===== config.mk =====
export PLATFORM = sky130hd
export DESIGN_NAME = line_burst_adaptor
export DESIGN_NICKNAME = d
export VERILOG_FILES = /design/src/rtl/line_adaptor_pkg.sv /design/src/rtl/line_beat_buffer.sv /design/src/rtl/line_burst_adaptor.sv
export SDC_FILE = /design/constraint.sdc
export NUM_CORES = 1
export LEC_CHECK = 0
export BUFFER_PORTS_ARGS = -buffer_cell sky130_fd_sc_hd__buf_2
export CELL_PAD_IN_SITES_DETAIL_PLACEMENT = 1
export CELL_PAD_IN_SITES_GLOBAL_PLACEMENT = 1
export CORE_AREA = 4 4 277 279
export CTS_BUF_LIST = sky130_fd_sc_hd__clkbuf_8
export DETAILED_ROUTE_END_ITERATION = 6
export DIE_AREA = 0 0 281 283
export GPL_TIMING_DRIVEN = 0
export MAX_ROUTING_LAYER = met4
export PLACE_DENSITY_LB_ADDON = 0.1
export SETUP_SLACK_MARGIN = 0.02
export SLEW_MARGIN = 40
export SYNTH_ARGS = -nofsm -noshare
export SYNTH_HDL_FRONTEND = slang
export SYNTH_SLANG_ARGS = --single-unit

===== constraint.sdc =====
create_clock -name clk -period 5.9 [get_ports clk]
set_clock_uncertainty 0.2 [all_clocks]
set_input_delay 0 -clock clk [delete_from_list [all_inputs] [get_ports clk]]
set_output_delay 0 -clock clk [all_outputs]
set_load 0.01 [all_outputs]

===== src/rtl/line_adaptor_pkg.sv =====
// Shared types and sizing helpers for the line-to-burst adaptor.
package line_adaptor_pkg;

  localparam int LINE_W_DEF  = 256;
  localparam int BURST_W_DEF = 64;
  localparam int BEATS       = LINE_W_DEF / BURST_W_DEF;
  localparam int CNT_W       = (BEATS > 1) ? $clog2(BEATS) : 1;

  typedef logic [CNT_W-1:0] beat_idx_t;

  typedef enum logic [1:0] {
    IDLE  = 2'd0,
    READ  = 2'd1,
    WRITE = 2'd2,
    DONE  = 2'd3
  } state_t;

  // Width of an index able to address n items; never less than 1 bit.
  function automatic int idx_w(input int n);
    return (n > 1) ? $clog2(n) : 1;
  endfunction

endpackage


===== src/rtl/line_beat_buffer.sv =====
// Line storage: beat-wise fill register for reads and a whole-line
// drain register with beat-select mux for writebacks.
module line_beat_buffer
  import line_adaptor_pkg::*;
#(
  parameter int LINE_W  = LINE_W_DEF,
  parameter int BURST_W = BURST_W_DEF,
  parameter int CNT_W   = idx_w(LINE_W / BURST_W)
) (
  input  logic               clk,
  input  logic               rst,
  input  logic               fill_en,
  input  logic [CNT_W-1:0]   idx,
  input  logic [BURST_W-1:0] fill_beat,
  input  logic               load_en,
  input  logic [LINE_W-1:0]  load_line,
  output logic [LINE_W-1:0]  fill_line,
  output logic [BURST_W-1:0] drain_beat
);

  localparam int NBEATS = LINE_W / BURST_W;

  logic [LINE_W-1:0] drain_reg;

  genvar gi;
  generate
    for (gi = 0; gi < NBEATS; gi++) begin : g_beat
      logic [BURST_W-1:0] beat_reg;

      always_ff @(posedge clk) begin
        if (rst) begin
          beat_reg <= '0;
        end else if (fill_en && (idx == CNT_W'(gi))) begin
          beat_reg <= fill_beat;
        end
      end

      assign fill_line[gi*BURST_W +: BURST_W] = beat_reg;
    end
  endgenerate

  always_ff @(posedge clk) begin
    if (rst) begin
      drain_reg <= '0;
    end else if (load_en) begin
      drain_reg <= load_line;
    end
  end

  assign drain_beat = drain_reg[int'(idx)*BURST_W +: BURST_W];

endmodule


===== src/rtl/line_burst_adaptor.sv =====
// Converts whole-line cache fills/writebacks into fixed memory bursts.
// Optional abort-on-silence timeout is enabled by LINE_ADAPTOR_TIMEOUT_EN.
module line_burst_adaptor
  import line_adaptor_pkg::*;
#(
  parameter int LINE_W  = LINE_W_DEF,
  parameter int BURST_W = BURST_W_DEF,
  parameter int ADDR_W  = 32
`ifdef LINE_ADAPTOR_TIMEOUT_EN
  ,
  parameter int TIMEOUT_CYC = 255
`endif
) (
  input  logic               clk,
  input  logic               rst,
  input  logic               read_i,
  input  logic               write_i,
  input  logic [ADDR_W-1:0]  address_i,
  input  logic [LINE_W-1:0]  line_i,
  output logic [LINE_W-1:0]  line_o,
  output logic               resp_o,
  output logic               read_o,
  output logic               write_o,
  output logic [ADDR_W-1:0]  address_o,
  output logic [BURST_W-1:0] burst_o,
  input  logic [BURST_W-1:0] burst_i,
  input  logic               resp_i
`ifdef LINE_ADAPTOR_TIMEOUT_EN
  ,
  output logic               err_o
`endif
);

  localparam int NBEATS = LINE_W / BURST_W;
  localparam int CW     = idx_w(NBEATS);
  localparam int OFF_W  = $clog2(LINE_W / 8);
  localparam logic [ADDR_W-1:0] OFF_MASK = ADDR_W'((64'd1 << OFF_W) - 64'd1);

  state_t            state_reg, state_next;
  logic [CW-1:0]     cnt_reg, cnt_next;
  logic [ADDR_W-1:0] addr_reg, addr_next;
  logic              fill_en, load_en, last_beat;
  logic [BURST_W-1:0] drain_beat;

`ifdef LINE_ADAPTOR_TIMEOUT_EN
  localparam int WAIT_W = $clog2(TIMEOUT_CYC + 1);
  logic [WAIT_W-1:0] wait_reg, wait_next;
  logic              err_reg, err_next;
`endif

  assign last_beat = (cnt_reg == CW'(NBEATS - 1));

  always_comb begin
    state_next = state_reg;
    cnt_next   = cnt_reg;
    addr_next  = addr_reg;
    fill_en    = 1'b0;
    load_en    = 1'b0;
    read_o     = 1'b0;
    write_o    = 1'b0;
    resp_o     = 1'b0;
`ifdef LINE_ADAPTOR_TIMEOUT_EN
    wait_next  = wait_reg;
    err_next   = err_reg;
`endif
    case (state_reg)
      IDLE: begin
        // Writeback takes priority so a dirty victim is never lost.
        if (write_i) begin
          load_en    = 1'b1;
          addr_next  = address_i & ~OFF_MASK;
          state_next = WRITE;
        end else if (read_i) begin
          addr_next  = address_i & ~OFF_MASK;
          state_next = READ;
        end
      end
      READ: begin
        read_o = 1'b1;
        if (resp_i) begin
          fill_en = 1'b1;
          if (last_beat) begin
            cnt_next   = '0;
            state_next = DONE;
          end else begin
            cnt_next = cnt_reg + 1'b1;
          end
        end
      end
      WRITE: begin
        write_o = 1'b1;
        if (resp_i) begin
          if (last_beat) begin
            cnt_next   = '0;
            state_next = DONE;
          end else begin
            cnt_next = cnt_reg + 1'b1;
          end
        end
      end
      DONE: begin
        resp_o     = 1'b1;
        state_next = IDLE;
      end
      default: state_next = IDLE;
    endcase
`ifdef LINE_ADAPTOR_TIMEOUT_EN
    // Silence watchdog overrides the normal transition on expiry.
    if (state_reg == READ || state_reg == WRITE) begin
      if (resp_i) begin
        wait_next = '0;
      end else if (wait_reg == WAIT_W'(TIMEOUT_CYC - 1)) begin
        wait_next  = '0;
        err_next   = 1'b1;
        cnt_next   = '0;
        state_next = DONE;
      end else begin
        wait_next = wait_reg + 1'b1;
      end
    end else begin
      wait_next = '0;
      if (state_reg == IDLE) err_next = 1'b0;
    end
`endif
  end

  always_ff @(posedge clk) begin
    if (rst) begin
      state_reg <= IDLE;
      cnt_reg   <= '0;
      addr_reg  <= '0;
`ifdef LINE_ADAPTOR_TIMEOUT_EN
      wait_reg  <= '0;
      err_reg   <= 1'b0;
`endif
    end else begin
      state_reg <= state_next;
      cnt_reg   <= cnt_next;
      addr_reg  <= addr_next;
`ifdef LINE_ADAPTOR_TIMEOUT_EN
      wait_reg  <= wait_next;
      err_reg   <= err_next;
`endif
    end
  end

  line_beat_buffer #(
    .LINE_W (LINE_W),
    .BURST_W(BURST_W),
    .CNT_W  (CW)
  ) u_buffer (
    .clk       (clk),
    .rst       (rst),
    .fill_en   (fill_en),
    .idx       (cnt_reg),
    .fill_beat (burst_i),
    .load_en   (load_en),
    .load_line (line_i),
    .fill_line (line_o),
    .drain_beat(drain_beat)
  );

  assign address_o = addr_reg;
  assign burst_o   = (state_reg == WRITE) ? drain_beat : '0;

`ifdef LINE_ADAPTOR_TIMEOUT_EN
  assign err_o = err_reg && (state_reg == DONE);
`endif

endmodule


Word level (Yosys, flattened, before mapping)
Index checks and enable logic that the tools add are counted.
Widths: inputs -> output; s select.
{ "classes": {"n_mux": 16, "n_reduce_logical": 11, "n_addsub": 1, "eq_ne": 9, "shifts": 1} }
{ "ops": {"columns": ["op", "count"], "rows": [
  ["$shiftx 256x9->64", 1],
  ["$mux 32", 2],
  ["$mux 64", 1],
  ["$mux 2", 5],
  ["$eq 2x2->1 const B", 4],
  ["$mux 1", 7],
  ["$pmux 2 s3", 1],
  ["$eq 2x1->1 const B", 2],
  ["$logic_and 1x1->1", 4],
  ["$logic_not 2->1", 2],
  ["$ne 2x1->1 const B", 2],
  ["$reduce_and 2->1", 2],
  ["$ne 3x3->1 const B", 1],
  ["$reduce_and 3->1", 1],
  ["$add 2x1->2 const B", 1],
  ["$reduce_bool 2->1", 1],
  ["$reduce_or 2->1", 1]
]} }
{ "word_totals": {"out_inout_bits": 355, "register_bits": 548} }

Longest topological paths before layout
{ "logic_depth": {"depth_word": 4, "mapped_depth": 10, "depth_no_buf": 5} }

Modules after synthesis
From an unflattened synthesis, not the netlist that was laid out.
{ "hier_totals": {"hier_cells": 2033, "area_unflattened_um2": 22394.0} }
{ "modules_own_cells": {"columns": ["module", "instances", "area_each_um2", "cells_per_inst"], "rows": [
  ["line_beat_buffer", 1, 20646.1, 1806],
  ["line_burst_adaptor", 1, 1747.9, 227]
]} }

Least setup slack after synthesis
OpenSTA, ideal clock, no wires.
{ "synth_path": {"path_type": "register to register", "start": "register cnt_reg[1]", "end": "register u_buffer.g_beat[1].beat_reg[22]", "setup_slack_ns": 3.902, "stages_incl_launch_ff": 9, "period_less_slack_ns": 1.998, "t_required_ns": 5.630, "setup_time_ns": 0.070, "arrival_time_ns": 1.728, "path_buffers": 3, "cell_sequence": "dfxtp_1 -> buf_2 -> buf_2 -> inv_1 -> ha_1 -> nand3_1 -> clkbuf_1 -> nand2_1 -> a21oi_1"} }
{ "synth_between": {"elab_chain_cells": 2} }
{ "synth_lines": {"columns": ["element", "line", "rtl"], "rows": [
  ["start: declaration", "line_burst_adaptor.sv:40", "logic [CW-1:0] cnt_reg, cnt_next;"],
  ["start signal: assignment", "line_burst_adaptor.sv:138", "cnt_reg <= cnt_next;"],
  ["$eq 2x1->1", "line_beat_buffer.sv:33", "end else if (fill_en && (idx == CNT_W'(gi))) begin"],
  ["$logic_and 1x1->1", "line_beat_buffer.sv:33", null],
  ["end signal: assignment", "line_beat_buffer.sv:34", "beat_reg <= fill_beat;"],
  ["end: declaration", "line_beat_buffer.sv:28", "logic [BURST_W-1:0] beat_reg;"]
]} }
Every way passes these cells.
A chain may end at the register's enable or synchronous reset.

Worst setup path after layout
{ "layout_path": {"start": "register cnt_reg[1]", "end": "register u_buffer.g_beat[0].beat_reg[48]"} }
{ "layout_between": {"elab_chain_cells": 2} }
{ "layout_lines": {"columns": ["element", "line"], "rows": [
  ["$logic_not 2->1", "line_beat_buffer.sv:33"],
  ["$logic_and 1x1->1", "line_beat_buffer.sv:33"],
  ["end signal: assignment", "line_beat_buffer.sv:34"],
  ["end: declaration", "line_beat_buffer.sv:28"]
]} }
Every way passes these cells.

==> qor.txt <==
CTS root buffer = clkbuf_8
starting density of the core = 28.0%
reg2reg start = cnt_reg[1]
die height = 283 microns
crit-path max FO = 10
sequential-to-total area share from yosys stat = 52.3%
Buf/Inv on CP = 4
Post-Place Worst Slack = 2.60 ns
Arrival @ worst endpoint = 3.73 ns
vias in the first global route = 28200
Lkg Pwr = 15.1 nW
Fmax = 0.304 GHz
first-pass GRT wire length = 173000 microns
FF-to-FF path depth = 8
H-tree Lvls = 3
placed insts = 4210
Power Density = 321 nW/um^2
IO Pins = 712
Hold Crit Depth = 5
cell mode on critical path = buf_2
final setup vio count = 0
largest net degree at the start of global routing = 15
asr flop ratio synth = 0%
Fill cells = 8988
final hold vios = 0
outcome = finished, final reports clean
DR WL/cell = 22.3 microns
Yosys reg bits = 543
Worst Path Required = 6.34 ns
worst setup path class = reg2reg
Die Wd = 281 microns
WP depth = 8
fin crit share = 55.8%
CTS clk-pin slew, worst paths = 0.06 ns
TNS Setup = 0 ns
area of the die = 79500 sq um
Main synth FF type = dfxtp_1
multi-input combinational cell area = 8900 sq um
Reg-to-Reg End = u_buffer.g_beat[0].beat_reg[48]
clock sinks = 543
CORE AREA = 74200 sq um
area grow syn2layout = 70.6%
GR Layer Usage met3 = 8.29%
later-pin clock latency in the skew report = 0.70 ns
post-synth cell types = 26
PostCTS Resize Cnt = 0
RSZ-0062 raised after global routing = false
Gate Count Post-Synth = 2537
drt pass-1 iters = 5
input/output buffers = 699
Residual DRC = 0
post-detail-place hpwl = 77100 microns
total CTS buffers = 101
Clock Tree Buf Depth = 3
worst-margin pin slew = 0.770 ns
GRT Overall Usage = 29.1%
Tot Pwr = 0.0114 W
Iteration-0 DRC Markers = 1002
fin cells = 5202
M2 GR Usage = 50.9%
area share of the largest cell type after synthesis = 52.3%
DR vias = 24900
Max VDD drop = 0.159 mV
Yosys top cell by area = dfxtp_1
fin crit period = 3.29 ns
crit path from = cnt_reg[1]
gr busiest metal = met2
Setup WS post-layout = 2.61 ns
share of cells above drive strength 1 = 23.7%
r2r setup slk = 2.61 ns
TritonCTS clock tree = yes
Worst setup SP type = register
crit end category = register
syn avg cell area = 8.19 sq um
Slew Limit Headroom = 48.6%
met1 Use GR = 29.4%
initial antenna violation count = 34
Register Area = 10900 sq um
EDFF count, synth = 0
DR vias/cell = 4.79
mapped cell area = 20800 sq um
Post-DRT Antenna Nets = 0
Top delay family on crit path = buffers and inverters
slowest CP cell = dfxtp_1
Final Wtd Congestion = 0.906
count of final max-slew check failures = 0
nets@finish = 4491
Max-Cap Viols = 0
crit path cell chain = buf_2, buf_2, inv_1, ha_1, nand3_1, clkbuf_1, nand2_1, a21oi_1
grt ovf = 0
Synth warnings = 0
Area contributors post-synth = dfxtp_1 (52%), nand2_1 (20%), a21oi_1 (13%)
worst hold-check path type = in2reg
Worst setup endpoint = u_buffer.g_beat[0].beat_reg[48]
slowest cell delay on critical path = 0.54 ns
final WL = 116000 microns
row cnt = 100
cell families (layout without fill, tap and decap cells):
group	after synthesis	after routing	synth area share, %
buffers and inverters	209	1864	4.94
other	1	42	0.0180
adders and majority gates	9	9	0.542
DFF	543	543	52.3
muxes	68	68	7.14
and+or+nand+nor	1163	1163	21.9
AOI/OAI and AO/OA	544	544	13.2
per-stage QoR:
step	instance area, sq um	util [%]	hold slack [ns]
after floorplan	20800	-	-0.0640
after global placement	25500	34.4	0.0432
after detailed placement	25500	34.4	0.0485
after CTS	35400	47.7	0.121
after global routing	35400	47.8	0.181
final	35500	47.8	0.184
synthesized netlist by cell type, types with 3 or more instances:
cell type,n
nand2_1,1082
dfxtp_1,543
a21oi_1,540
clkbuf_1,108
and2_1,65
mux4_2,64
buf_2,43
buf_4,32
buf_1,16
ha_1,9
nor2_1,6
nand3_1,5
and3_1,4
inv_1,4
buf_12,3
mux2i_1,3
cells in the final DEF, fill, tap and decap left out:
cell,count
a211o_1,1
a21oi_1,540
a22oi_1,1
and2_1,65
and3_1,4
buf_1,15
buf_12,3
buf_2,743
buf_4,32
buf_6,1
buf_8,2
bufinv_16,1
clkbuf_1,106
clkbuf_2,3
clkbuf_8,129
clkinv_2,8
clkinvlp_4,2
conb_1,5
dfxtp_1,543
diode_2,37
dlygate4sd3_1,781
ha_1,9
inv_1,34
inv_12,1
inv_6,2
inv_8,1
mux2_2,1
mux2i_1,3
mux4_2,64
nand2_1,1082
nand2b_1,1
nand3_1,5
nor2_1,6
o21a_1,1
o21ai_2,1
layer usage:
metal / vias to the layer above / routed length, microns
li1: 11500 / -
met1: 12100 / 42600
met2: 936 / 58300
met3: 411 / 8280
met4: 0 / 6940
met5: - / 0
layout make-up:
type | count | share of cell area (%)
repair buffers | 1481 | 32.0
plain buffers | 205 | 2.87
clock buffers | 129 | 5.01
inverters | 4 | 0.0424
flip-flops and latches | 543 | 30.7
clock inverters | 45 | 0.685
well taps | 969 | 3.42
multi-input cells | 1789 | 25.1
diodes | 37 | 0.261
worst register-to-register path, stage by stage (launching register included):
cell	delay [ns]
dfxtp_1	0.54
buf_2	0.37
buf_2	0.38
inv_1	0.14
ha_1	0.21
nand3_1	0.52
clkbuf_1	0.52
nand2_1	0.16
a21oi_1	0.19
worst min path at each step:
stage / startpoint / to / slack, ns
6_report: resp_i / cnt_reg[1] / 0.18
5_1_grt: resp_i / cnt_reg[1] / 0.18
4_1_cts: resp_i / cnt_reg[1] / 0.12
3_5_place_dp: address_i[16] / address_o[16] / 0.05
3_3_place_gp: address_i[18] / address_o[18] / 0.04
2_1_floorplan: line_i[0] / u_buffer.drain_reg[0] / -0.06
power breakdown:
group	switching (W)	internal, W	total [W]	leakage [nW]
clock network	0.00172	0.00200	0.00372	1.16
logic	0.00190	0.00143	0.00332	9.51
registers	0.000258	0.00409	0.00435	4.42
total	0.00388	0.00751	0.0114	15.1
what timing repair did:
item	in CTS	in global routing
setup buffers	0	0
setup endpoints to repair	0	0
hold endpoints to repair	543	0
hold buffers	781	0
(Power assumes the default switching activity.)
